<file path="config.mk">
export PLATFORM = sky130hd
export DESIGN_NAME = seq_detect_session_ctrl
export DESIGN_NICKNAME = d
export VERILOG_FILES = /design/src/rtl/seq_detect_session_ctrl.sv
export SDC_FILE = /design/constraint.sdc
export NUM_CORES = 1
export LEC_CHECK = 0
export ABC_AREA = 1
export BUFFER_PORTS_ARGS = -buffer_cell sky130_fd_sc_hd__buf_2
export CORE_MARGIN = 3
export CORE_UTILIZATION = 47
export DETAILED_ROUTE_END_ITERATION = 8
export PLACE_DENSITY = 0.69
export SLEW_MARGIN = 20
export SYNTH_ARGS = -nofsm -noshare
export SYNTH_HDL_FRONTEND = slang
export SYNTH_SLANG_ARGS = --single-unit
</file>
<file path="constraint.sdc">
create_clock -name i_clk -period 2 [get_ports i_clk]
set_clock_uncertainty 0.1 [all_clocks]
set_input_delay 0.1 -clock i_clk [delete_from_list [all_inputs] [get_ports i_clk]]
set_output_delay 0.1 -clock i_clk [all_outputs]
set_load 0.02 [all_outputs]
</file>
<file path="src/rtl/seq_detect_session_ctrl.sv">
// Session controller for the tolerant shift-register pattern detector:
// holds detector config, runs warm-up, counts hits until limit/timeout/abort.
module seq_detect_session_ctrl #(
  parameter int                 WIDTH       = 6,
  parameter int                 TOL_W       = 3,
  parameter int                 CNT_W       = 8,
  parameter int                 TMO_W       = 16,
  parameter logic [WIDTH-1:0]   DEF_PATTERN = 6'b101001,
  parameter logic [TOL_W-1:0]   DEF_TOL     = 3'd2
) (
  input  logic             i_clk,
  input  logic             i_resetn,
  input  logic             i_cfg_valid,
  output logic             o_cfg_ready,
  input  logic [WIDTH-1:0] i_cfg_pattern,
  input  logic [TOL_W-1:0] i_cfg_tol,
  input  logic [CNT_W-1:0] i_cfg_hit_limit,
  input  logic [TMO_W-1:0] i_cfg_timeout,
  input  logic             i_start,
  input  logic             i_abort,
  input  logic             i_data_valid,
  output logic             o_det_en,
  output logic             o_det_clr,
  output logic [WIDTH-1:0] o_det_pattern,
  output logic [TOL_W-1:0] o_det_tol,
  input  logic             i_det_hit,
  output logic             o_busy,
  output logic             o_done,
  output logic [1:0]       o_status,
  output logic [CNT_W-1:0] o_hit_count
);

  // state  | meaning
  // IDLE   | no session yet; config accepted
  // WARMUP | detector filling; counting WIDTH valid bits, hits ignored
  // SEARCH | counting hits and valid bits toward limit / timeout
  // DONE   | session ended; count and status held; config accepted
  typedef enum logic [1:0] {ST_IDLE, ST_WARMUP, ST_SEARCH, ST_DONE} state_e;

  localparam int                WARM_W    = $clog2(WIDTH + 1);
  localparam logic [WARM_W-1:0] WARM_LAST = WARM_W'(WIDTH - 1);

  state_e             state_q, state_d;
  logic [WIDTH-1:0]   pattern_q, pattern_d;
  logic [TOL_W-1:0]   tol_q, tol_d;
  logic [CNT_W-1:0]   limit_q, limit_d;
  logic [TMO_W-1:0]   timeout_q, timeout_d;
  logic [WARM_W-1:0]  warm_cnt_q, warm_cnt_d;
  logic [TMO_W-1:0]   tmo_cnt_q, tmo_cnt_d;
  logic [CNT_W-1:0]   hit_cnt_q, hit_cnt_d;
  logic [1:0]         status_q, status_d;
  logic               done_q, done_d;
  logic               clr_q, clr_d;
  logic               first_q, first_d;

  logic active, hit_inc, limit_hit, tmo_hit;

  always_comb begin
    state_d    = state_q;
    pattern_d  = pattern_q;
    tol_d      = tol_q;
    limit_d    = limit_q;
    timeout_d  = timeout_q;
    warm_cnt_d = warm_cnt_q;
    tmo_cnt_d  = tmo_cnt_q;
    hit_cnt_d  = hit_cnt_q;
    status_d   = status_q;
    done_d     = 1'b0;
    clr_d      = 1'b0;
    first_d    = 1'b0;
    hit_inc    = 1'b0;
    limit_hit  = 1'b0;
    tmo_hit    = 1'b0;
    active     = (state_q == ST_WARMUP) || (state_q == ST_SEARCH);

    if (i_cfg_valid && !active) begin
      pattern_d = i_cfg_pattern;
      tol_d     = i_cfg_tol;
      limit_d   = i_cfg_hit_limit;
      timeout_d = i_cfg_timeout;
    end

    case (state_q)
      ST_IDLE, ST_DONE: begin
        if (i_start) begin
          state_d    = ST_WARMUP;
          clr_d      = 1'b1;
          hit_cnt_d  = '0;
          status_d   = 2'b00;
          warm_cnt_d = '0;
          tmo_cnt_d  = '0;
        end
      end
      ST_WARMUP: begin
        if (i_data_valid) begin
          if (warm_cnt_q == WARM_LAST) begin
            state_d = ST_SEARCH;
            first_d = 1'b1;
          end else begin
            warm_cnt_d = warm_cnt_q + WARM_W'(1);
          end
        end
      end
      ST_SEARCH: begin
        // the detector's registered flag still reflects warm-up data on the first cycle
        hit_inc = i_det_hit && !first_q;
        if (hit_inc && (hit_cnt_q != '1)) hit_cnt_d = hit_cnt_q + CNT_W'(1);
        if (i_data_valid) tmo_cnt_d = tmo_cnt_q + TMO_W'(1);
        limit_hit = hit_inc && (limit_q != '0) && (hit_cnt_d == limit_q);
        tmo_hit   = i_data_valid && (timeout_q != '0) && (tmo_cnt_d == timeout_q);
        if (limit_hit) begin
          state_d  = ST_DONE;
          status_d = 2'b01;
          done_d   = 1'b1;
        end else if (tmo_hit) begin
          state_d  = ST_DONE;
          status_d = 2'b10;
          done_d   = 1'b1;
        end
      end
      default: state_d = ST_IDLE;
    endcase

    if (active && i_abort) begin
      state_d  = ST_DONE;
      status_d = 2'b11;
      done_d   = 1'b1;
    end
  end

  always_ff @(posedge i_clk or negedge i_resetn) begin
    if (!i_resetn) begin
      state_q    <= ST_IDLE;
      pattern_q  <= DEF_PATTERN;
      tol_q      <= DEF_TOL;
      limit_q    <= '0;
      timeout_q  <= '0;
      warm_cnt_q <= '0;
      tmo_cnt_q  <= '0;
      hit_cnt_q  <= '0;
      status_q   <= 2'b00;
      done_q     <= 1'b0;
      clr_q      <= 1'b0;
      first_q    <= 1'b0;
    end else begin
      state_q    <= state_d;
      pattern_q  <= pattern_d;
      tol_q      <= tol_d;
      limit_q    <= limit_d;
      timeout_q  <= timeout_d;
      warm_cnt_q <= warm_cnt_d;
      tmo_cnt_q  <= tmo_cnt_d;
      hit_cnt_q  <= hit_cnt_d;
      status_q   <= status_d;
      done_q     <= done_d;
      clr_q      <= clr_d;
      first_q    <= first_d;
    end
  end

  assign o_cfg_ready   = (state_q == ST_IDLE) || (state_q == ST_DONE);
  assign o_busy        = (state_q == ST_WARMUP) || (state_q == ST_SEARCH);
  assign o_det_en      = o_busy && i_data_valid;
  assign o_det_clr     = clr_q;
  assign o_det_pattern = pattern_q;
  assign o_det_tol     = tol_q;
  assign o_done        = done_q;
  assign o_status      = status_q;
  assign o_hit_count   = hit_cnt_q;

endmodule

</file>
==> key figures, run 1 <==
Clocking
  – Clk sinks: 67
  – Deepest clock path buffer count: 2
  – H-tree depth: 3
  – CTS tree: done
  – Clock slew at reported path FFs: 80 ps
  – CTS Buf Count: 9
  – Clock root buffer: clkbuf_8
  – Skew-Pair Late Insertion Delay: around 350 ps

Synthesis
  – Mapped Nets: 579
  – Mapped Avg Cell Area: 7.47 µm²
  – Cell taking the most area after synthesis: dfrtp_1
  – Ys async rst share: 100%
  – XOR/XNOR share of the synthesized area: less than 1%
  – Ys Warns: 0
  – Mux share of post-synthesis cell area: 3.96%
  – Number of synthesized flops with an enable pin: 0
  – Simple logic cell fraction of the synthesized area: approximately a third
  – Post-Synth Adder-Cell Area: 2.20%
  – Commonest register cell after synthesis: dfrtp_1
  – Top-area cell type share of the netlist area: 39.6%
  – Compound-Gate Fraction of Synth Area: 9.13%
  – Mapped Area: 0.00398 mm²
  – Seq/Total Area, Yosys: 42.3%
  – Library cells used by synthesis: 34
  – Flop and latch count out of synthesis: 67
  – Post-synthesis cell count: between 500 and 600
  – Main combinational cell family by area after synthesis: simple AND/OR/NAND/NOR gates
  – Synth area leaders: dfrtp_1, nand2_1, inv_1

STA
  – Final Hold Fails: 0
  – Tightest Pin Transition: 572 ps
  – Final worst path period share: 109%
  – Fin worst setup slack: -187 ps
  – Fmax: around 0.46 GHz
  – Final setup violating endpoints: 5
  – Final min period: about 2200 ps
  – RSZ-0062 raised after global routing: true
  – Sum Neg Setup Slack: -860 ps
  – Pins Over Slew Limit: 0
  – Relative slew slack: 61.9%

GRT
  – Total congestion overflow: 0
  – Gr usage total: 23.1%
  – First-pass GRT wire length: around 18 mm
  – Antenna violations before repair: 0
  – Pin count of the biggest net entering global routing: 53
  – Vias in the first global route: 4035

Critical path
  – Worst r2r src: tmo_cnt_q[0]
  – Crit. End Element: flip-flop
  – Reg2Reg Setup Slack: -190 ps
  – Max Fanout on Critical Path: 6
  – Reg2Reg Depth: 16
  – WP data required: between 2000 and 2500 ps
  – Critical path type: flip-flop to flip-flop
  – Setup crit start kind: flip-flop
  – CP arrival: around 2300 ps
  – Reg-to-Reg End: state_q[0]

Finish
  – Post-layout util: 68.6%
  – Layout cells sized above 1: 29.9%
  – N_diodes: 0
  – Commonest non-fill, non-tap cell in the layout: nand2_1
  – Synth-to-layout area growth: 37.5%
  – Nets@finish: 728
  – Commonest non-fill, non-tap cells in the layout: nand2_1, inv_1, buf_2, dfrtp_1, nor2_1
  – Finished Cell Area: between 0.005 and 0.006 mm²

Die
  – Io pins: 64
  – Row cnt: 32
  – Die area: roughly 0.0096 mm²
  – DIE HEIGHT: 98.0 µm
  – Die W: 98.0 µm
  – Core box area: ~0.008 mm²
  – Starting Density: 49.9%

Power and ir drop
  – Maximum vdd drop: 0.000988 V
  – Total design power: 6.63 mW
  – PwrDens: 1210 mW/mm²
  – Leakage: 2.76 nW

Drt
  – Vias per inst: 5.11
  – Wire per inst: 13.7 µm
  – Final WL: 10.8 mm
  – Drt first pass iters: 5
  – Via count: 4018
  – Drt initial violations: roughly 200
  – ANT nets after route: 0
  – Detailed-route DRC error count: 0

Placement
  – GP Congestion: 0.954
  – Post-placement cell area: 0.00477 mm²
  – DP HPWL: 7.64 mm
  – Port bufs: 63

Status
  – Status: finished with violations
  – Failing checks: negative setup slack

Min path
  – Min-delay worst type: input pin to asynchronous set/reset pin

Run
  – Max Cap Viol: 0
cells by family (layout without fill, tap and decap cells):
logic type	Yosys count	count (layout)
fa+ha+maj	7	7
compound gates	66	66
simple gates	294	294
mux	14	14
xor+xnor	1	1
flops	67	67
buf+inv	83	236
synth_stat cells, types with 3 or more instances:
| cell type | number |
|---|---|
| mux2_2 | 14 |
| nand3_1 | 49 |
| o21ai_2 | 3 |
| nor2_2 | 5 |
| nand3b_1 | 5 |
| dfstp_2 | 4 |
| inv_1 | 70 |
| o22ai_1 | 13 |
| nand2_1 | 147 |
| ha_1 | 7 |
| nand2_2 | 9 |
| nor2_4 | 3 |
| clkbuf_1 | 9 |
| dfrtp_1 | 63 |
| o21ai_0 | 23 |
| nor2_1 | 56 |
| a21oi_1 | 24 |
| nand4_1 | 9 |
sequential cells by signal, summed over array words and instances (netlist names), 2 cells and up:
register,flops
timeout_q,16
warm_cnt_q,3
o_det_tol,3
o_hit_count,8
state_q,2
o_status,2
tmo_cnt_q,16
limit_q,8
o_det_pattern,6
per-layer routing:
metal / track usage [%] / wire length, µm
met3: 5.21 / 636
met1: 29.5 / 4810
met4: 7.24 / 196
met5: 0 / 0
met2: 38.8 / 5120
stage by stage:
step / hold slack [ps] / setup slack [ps] / instances
2_1_floorplan: -296 / -38.8 / 532
3_3_place_gp: 22.1 / -164 / 728
3_5_place_dp: 24.3 / -213 / 728
4_1_cts: 114 / -92.6 / 782
5_1_grt: 191 / -329 / 787
6_report: 169 / -187 / 787
cell type report:
class / instances / area, µm²
Clock buffer: 13 / 159
Clock inverter: 2 / 12.5
Fill cell: 660 / 2500
Inverter: 73 / 282
Multi-Input combinational cell: 382 / 2110
Sequential cell: 67 / 1680
Tap cell: 102 / 128
Timing Repair Buffer: 148 / 1100
how the worst max path moves through the flow:
stage / start / to / slack [ps]
3_3_place_gp: tmo_cnt_q[0] / o_status[0] / -160
3_5_place_dp: tmo_cnt_q[0] / state_q[0] / -210
2_1_floorplan: o_hit_count[1] / o_status[0] / -40
4_1_cts: o_hit_count[0] / o_status[0] / -90
6_report: tmo_cnt_q[0] / state_q[0] / -190
5_1_grt: tmo_cnt_q[0] / o_status[0] / -330
critical path, stage by stage, from the launching register on:
cell	delay, ps
dfrtp_1	430
buf_6	150
nand2_8	60
nor2_8	160
nand3_4	120
o21ai_2	180
nand2_2	70
nand2_2	70
nand2_1	50
nor2_1	80
nand2_1	70
nor2_2	120
nand2_2	90
nand3_4	140
nand2_2	60
nand2_1	70
nand2_1	50
where the power goes:
part	total, mW	leakage (nW)	internal, mW	switching [mW]
Sequential	2.23	0.823	1.87	0.362
Clock	1.03	0.0855	0.511	0.517
Combinational	3.37	1.85	1.40	1.97
what timing repair did:
item,in CTS,in global routing
gates resized for setup,12,23
buffers inserted,4,5
setup endpoints to repair,5,20
pin swaps,13,16
hold buffers,35,0
endpoints found under the hold margin,53,0
(Power assumes the default switching activity.)
==> inputs of run 2 (changes only) <==
==> constraint.sdc (replaced) <==
create_clock -name i_clk -period 2 [get_ports i_clk]
set_clock_uncertainty 0.1 [all_clocks]
set_input_delay 0.1 -clock i_clk [delete_from_list [all_inputs] [get_ports i_clk]]
set_output_delay 0.1 -clock i_clk [all_outputs]
set_load 0.1 [all_outputs]
==> run 2 against run 1 <==
The run still ends with negative setup slack left. Clock-buffer cell count stayed put. Sequential power barely moved. Sequential share of layout area up 0.55 points. Worst setup slack improved by 0.80 ps. Total power up 20%. Maximum frequency about the same. Via count fell by 1.9%.
==> key figures, run 2 (synthesis results as in run 1) <==
STA
  – Final worst path period share: 109%
  – RSZ-0062 raised after global routing: true
  – Final min period: between 2000 and 2500 ps
  – Relative slew slack: 66.6%
  – Fin worst setup slack: -186 ps
  – Pins Over Slew Limit: 0
  – Final setup violating endpoints: 5
  – Fmax: ~0.46 GHz
  – Tightest Pin Transition: 496 ps
  – Final Hold Fails: 0

Die
  – Die W: 98.0 µm
  – Row cnt: 32
  – Starting Density: 49.9%
  – Core box area: 0.00797 mm²
  – Io pins: 64
  – DIE HEIGHT: 98.0 µm
  – Die area: 0.00960 mm²

Clocking
  – Clk sinks: 67
  – CTS Buf Count: 9
  – Deepest clock path buffer count: 2
  – Skew-Pair Late Insertion Delay: 350 ps
  – Clock root buffer: clkbuf_8
  – H-tree depth: 3
  – Clock slew at reported path FFs: 80 ps
  – CTS tree: done

Min path
  – Hold EP: first_q
  – Hold depth: 3
  – Hold_sp: i_data_valid
  – Min-delay worst type: input pin to flip-flop

Drt
  – Final WL: 10.6 mm
  – Via count: 3941
  – Detailed-route DRC error count: 0
  – ANT nets after route: 0
  – Vias per inst: 5.05
  – Wire per inst: 13.6 µm
  – Drt first pass iters: 5
  – Drt initial violations: 208

Power and ir drop
  – Switching Fraction: around 54%
  – NetSw: 4.25 mW
  – PwrDens: 1470 mW/mm²
  – Total design power: 7.95 mW
  – Internal: 3.69 mW
  – Clk pwr share: 12.5%
  – Maximum vdd drop: about 0.0013 V
  – Leakage: 2.73 nW
  – Flop pwr share: 28.1%
  – Gate power share: 59.4%

Critical path
  – Reg2Reg Depth: 15
  – Slowest CP cell: dfrtp_1
  – CP arrival: 2320 ps
  – Crit. End Element: flip-flop
  – Reg2Reg Setup Slack: -190 ps
  – Buffers and inverters on the worst path: 3
  – CP cell instances: buf_4, nand2_4, nor2_8, buf_4, buf_4, nand3_1, nand3b_1, and2_1, nand4_1, nor2_1, nand2_2, nand3_4, nand2_4, nand2_2, nand2_1
  – Crit-path max cell delay: 370 ps
  – Critical path type: flip-flop to flip-flop
  – CP top delay family: simple AND/OR/NAND/NOR gates
  – Max Fanout on Critical Path: 6
  – Reg-to-Reg End: state_q[0]
  – Most used cell, CP: buf_4
  – Setup crit start kind: flip-flop
  – WP data required: 2140 ps
  – Worst r2r src: tmo_cnt_q[1]

Finish
  – Commonest non-fill, non-tap cell in the layout: nand2_1
  – Post-layout util: between 60% and 70%
  – Largest registers: timeout_q (16), tmo_cnt_q (16)
  – N_diodes: 0
  – Synth-to-layout area growth: 36.2%
  – Layout cells sized above 1: between 30 and 40%
  – Commonest non-fill, non-tap cells in the layout: nand2_1, inv_1, buf_2, dfrtp_1, nor2_1
  – Finished Cell Area: between 0.005 and 0.006 mm²
  – Nets@finish: 721
  – Fillers: 655

GRT
  – M1 GR Usage: around 31%
  – Vias in the first global route: between 3k and 4k
  – Most used routing layer: met2
  – Gr usage total: 22.8%
  – Total congestion overflow: 0
  – First-pass GRT wire length: 17.9 mm
  – Met3 GRT Util: 4.57%
  – Grt met2 use: 37.5%
  – Antenna violations before repair: 0
  – Pin count of the biggest net entering global routing: 54

Run
  – Max Cap Viol: 0

Placement
  – Port bufs: between 60 and 70
  – GP Congestion: about 0.95
  – DP HPWL: 7.31 mm
  – Setup WS pre-CTS: -252 ps
  – Post-placement cell area: 0.00470 mm²

Status
  – Failing checks: negative setup slack
  – Status: finished with violations
run 2: cell types whose count changed in the layout (fill, tap and decap cells not counted), moves of 2 or more:
cell      previous run  this run
dfrtp_1             61        54
buf_4               44        39
dfrtp_2              2         7
clkinv_2             1         3
dfrtp_4              0         2
nand2_4              5         7
run 2: layer usage:
layer,share of wire [%],vias to the layer above
met1,46,1802
met3,5.6,21
met4,1.6,0
met2,47,123
met5,0,-
li1,-,1995
run 2: how the worst max path moves through the flow:
stage	from	endpoint	slack (ps)	depth (start not counted)
2_1_floorplan	state_q[0]	warm_cnt_q[2]	-440	10
3_3_place_gp	o_hit_count[0]	state_q[1]	-180	17
3_5_place_dp	o_hit_count[0]	state_q[0]	-250	17
6_report	tmo_cnt_q[1]	state_q[0]	-190	15
5_1_grt	tmo_cnt_q[1]	state_q[0]	-320	17
4_1_cts	tmo_cnt_q[0]	state_q[0]	-150	16
run 2: worst register-to-register path: cells and delay by family, from the launching register on:
| family | cells | cell delay [ps] |
|---|---|---|
| and+or+nand+nor | 12 | 1230 |
| buffers and inverters | 3 | 380 |
| DFF | 1 | 370 |
run 2: area by class of cell:
| type | instances | area, µm² | area share, % |
|---|---|---|---|
| Clock inverter | 3 | 15.0 | 0.277 |
| Clock buffer | 13 | 149 | 2.75 |
| Sequential cell | 67 | 1700 | 31.3 |
| Multi-Input combinational cell | 382 | 2110 | 39.0 |
| Inverter | 73 | 285 | 5.27 |
| Timing Repair Buffer | 141 | 1030 | 19.0 |
| Tap cell | 102 | 128 | 2.36 |
run 2: power groups by stage:
stage	logic (mW)	clock network (mW)	registers, mW
final	4.72	0.993	2.24
after floorplan	2.27	0	3.45
after global placement	4.47	0	2.22
after global routing	5.10	1.09	2.30
after CTS	4.61	1.02	2.22
after detailed placement	4.51	0	2.24
run 2: what timing repair did:
action,CTS,global route
setup buffers,5,5
endpoints found under the hold margin,97,0
gates resized for setup,19,20
endpoints found under the setup margin,5,6
pin swaps,19,13
hold buffers,35,0
run 2: through the flow:
stage | hold WS (ps) | instances | TNS, ps
finish | 28.5 | 781 | -834
global route | 30.5 | 781 | -1500
CTS | 5.88 | 776 | -615
detailed placement | -51.0 | 720 | -953
global placement | -53.7 | 720 | -731
floorplan | -296 | 532 | -10700
==> inputs of run 3 (changes only) <==
--- a/config.mk
+++ b/config.mk
@@ -7,10 +7,11 @@
 export LEC_CHECK = 0
 export ABC_AREA = 1
 export BUFFER_PORTS_ARGS = -buffer_cell sky130_fd_sc_hd__buf_2
-export CORE_MARGIN = 3
+export CORE_MARGIN = 2
 export CORE_UTILIZATION = 47
 export DETAILED_ROUTE_END_ITERATION = 8
 export PLACE_DENSITY = 0.69
+export RECOVER_POWER = 25
 export SLEW_MARGIN = 20
 export SYNTH_ARGS = -nofsm -noshare
 export SYNTH_HDL_FRONTEND = slang
==> run 3 against run 2 <==
Critical path depth up 1. First-iteration DRC count down 38%. Critical path type unchanged. Sequential share of layout area down 0.45 points. Highest routed layer unchanged. Cell count up 1.0%. Clock-buffer cell count up 1. Die area down 4.0%. Via count up 1.1%. Largest cell class unchanged. The run still ends with negative setup slack left. Final area up 1.4%.
==> key figures, run 3 (synthesis results as in run 1) <==
Critical path
  – Crit. End Element: flip-flop
  – WP data required: 2140 ps
  – Setup crit start kind: flip-flop
  – Max Fanout on Critical Path: 6
  – CP arrival: roughly 2300 ps
  – Critical path type: flip-flop to flip-flop
  – Worst setup path start: tmo_cnt_q[1]
  – Worst r2r src: tmo_cnt_q[1]

Finish
  – Nets@finish: between 700 and 800
  – N_diodes: 0
  – Commonest non-fill, non-tap cells in the layout: nand2_1, inv_1, buf_2, dfrtp_1
  – Commonest non-fill, non-tap cell in the layout: nand2_1
  – Largest registers: timeout_q (16), tmo_cnt_q (16)
  – Layout cells sized above 1: 31.0%
  – Synth-to-layout area growth: 38.1%
  – Post-layout util: 66.8%

STA
  – Final Hold Fails: 0
  – Tightest Pin Transition: 945 ps
  – Fmax: 0.462 GHz
  – Final min period: 2160 ps
  – Fin worst setup slack: -164 ps
  – Final setup violating endpoints: 5
  – Pins Over Slew Limit: 0
  – Sum Neg Setup Slack: -730 ps
  – RSZ-0062 raised after global routing: true
  – Final worst path period share: 108%
  – Relative slew slack: 37.0%

Status
  – Status: finished with violations
  – Failing checks: negative setup slack

Die
  – DIE HEIGHT: roughly 96 µm
  – Die W: 96.0 µm
  – Core box area: 0.00822 mm²
  – Io pins: 64
  – Row cnt: 33
  – Die area: 0.00921 mm²
  – Starting Density: 48.4%

Drt
  – Drt initial violations: 130
  – Via count: 3984
  – Wire per inst: about 13 µm
  – Vias per inst: roughly 5.0
  – Final WL: around 11 mm
  – ANT nets after route: 0
  – Detailed-route DRC error count: 0
  – Drt first pass iters: 4

Run
  – Max Cap Viol: 0

Power and ir drop
  – PwrDens: 1480 mW/mm²
  – Maximum vdd drop: 0.00123 V
  – Leakage: around 2.8 nW

Clocking
  – CTS Buf Count: 9
  – CTS tree: done
  – Clock slew at reported path FFs: 70 ps
  – Skew-Pair Late Insertion Delay: around 340 ps
  – Clock root buffer: clkbuf_8
  – Deepest clock path buffer count: 2
  – Clk sinks: 67
  – H-tree depth: 3

Placement
  – GP Congestion: 0.927
  – DP HPWL: 7.45 mm
  – Port bufs: 63

GRT
  – Pin count of the biggest net entering global routing: 53
  – Vias in the first global route: 3917
  – Gr usage total: between 20% and 30%
  – Antenna violations before repair: 0
  – Total congestion overflow: 0
  – First-pass GRT wire length: about 17 mm

Min path
  – Min-delay worst type: input pin to flip-flop
  – Hold_sp: i_data_valid
[run 3: changes by cell type in the layout (fill, tap and decap cells not counted), moves of 2 or more]
cell / before / now
buf_4: 39 / 41
nor2_1: 50 / 48
nand2_4: 7 / 5
clkinv_2: 3 / 1
nand2_2: 19 / 22
clkbuf_1: 3 / 6
[run 3: per-layer routing]
metal	vias up	global-route usage, %	wire length, µm
met4	0	10.2	184
li1	2004	-	-
met5	-	0	0
met1	1858	31.5	4730
met2	106	40.9	5050
met3	16	4.54	571
[run 3: final cells by class]
| type | instances | area (µm²) |
|---|---|---|
| fillers | 679 | 2730 |
| multi-input cells | 382 | 2140 |
| flip-flops and latches | 67 | 1700 |
| repair buffers | 146 | 1050 |
| inverters | 73 | 283 |
| clock buffers | 14 | 163 |
| well taps | 105 | 131 |
| clock inverters | 2 | 35.0 |
[run 3: worst paths after layout]
path	slack (ps)	cells after the start	endpoint
hold reg to reg	370	2	o_status[0]
hold / removal	40	3	warm_cnt_q[0]
max in group asynchronous	630	3	o_hit_count[0]
setup reg to reg	-160	16	o_status[1]
setup / recovery	-160	16	o_status[1]
min in group asynchronous	390	3	timeout_q[5]
[run 3: power by group]
group	switching, mW	internal (mW)	total (mW)
clock	0.505	0.645	1.15
sequential	0.364	1.89	2.25
combinational	3.38	1.34	4.73
total	4.25	3.87	8.13
[run 3: critical path, stage by stage (launching register included)]
cell	delay, ps
dfrtp_1	420
buf_6	130
nand2_4	60
nor2_8	180
nand3_4	130
nor2_2	110
nand2_1	70
nand3_1	90
nand2_1	70
nor2_2	130
nand2_2	80
nor2_2	110
nand2_2	90
nand3_4	100
nand2_2	70
nand2_2	70
nand2_1	40
[run 3: timing repair]
item / 4_1_cts / 5_1_grt
setup endpoints to repair: 5 / 6
gates resized for setup: 29 / 13
buffers inserted: 4 / 2
endpoints found under the hold margin: 91 / 0
hold buffers: 36 / 0
pin swaps: 18 / 13
[run 3: per-stage QoR]
stage / worst slack (ps) / hold WS [ps] / area, µm² / power, mW / cells
finish: -164 / 43.9 / 5490 / 8.13 / 789
global route: -347 / 52.4 / 5490 / 8.64 / 789
CTS: -103 / 7.92 / 5430 / 8.06 / 787
detailed placement: -230 / 5.14 / 4750 / 6.78 / 731
global placement: -167 / -5.26 / 4750 / 6.70 / 731
floorplan: -436 / -296 / 4020 / 5.72 / 532
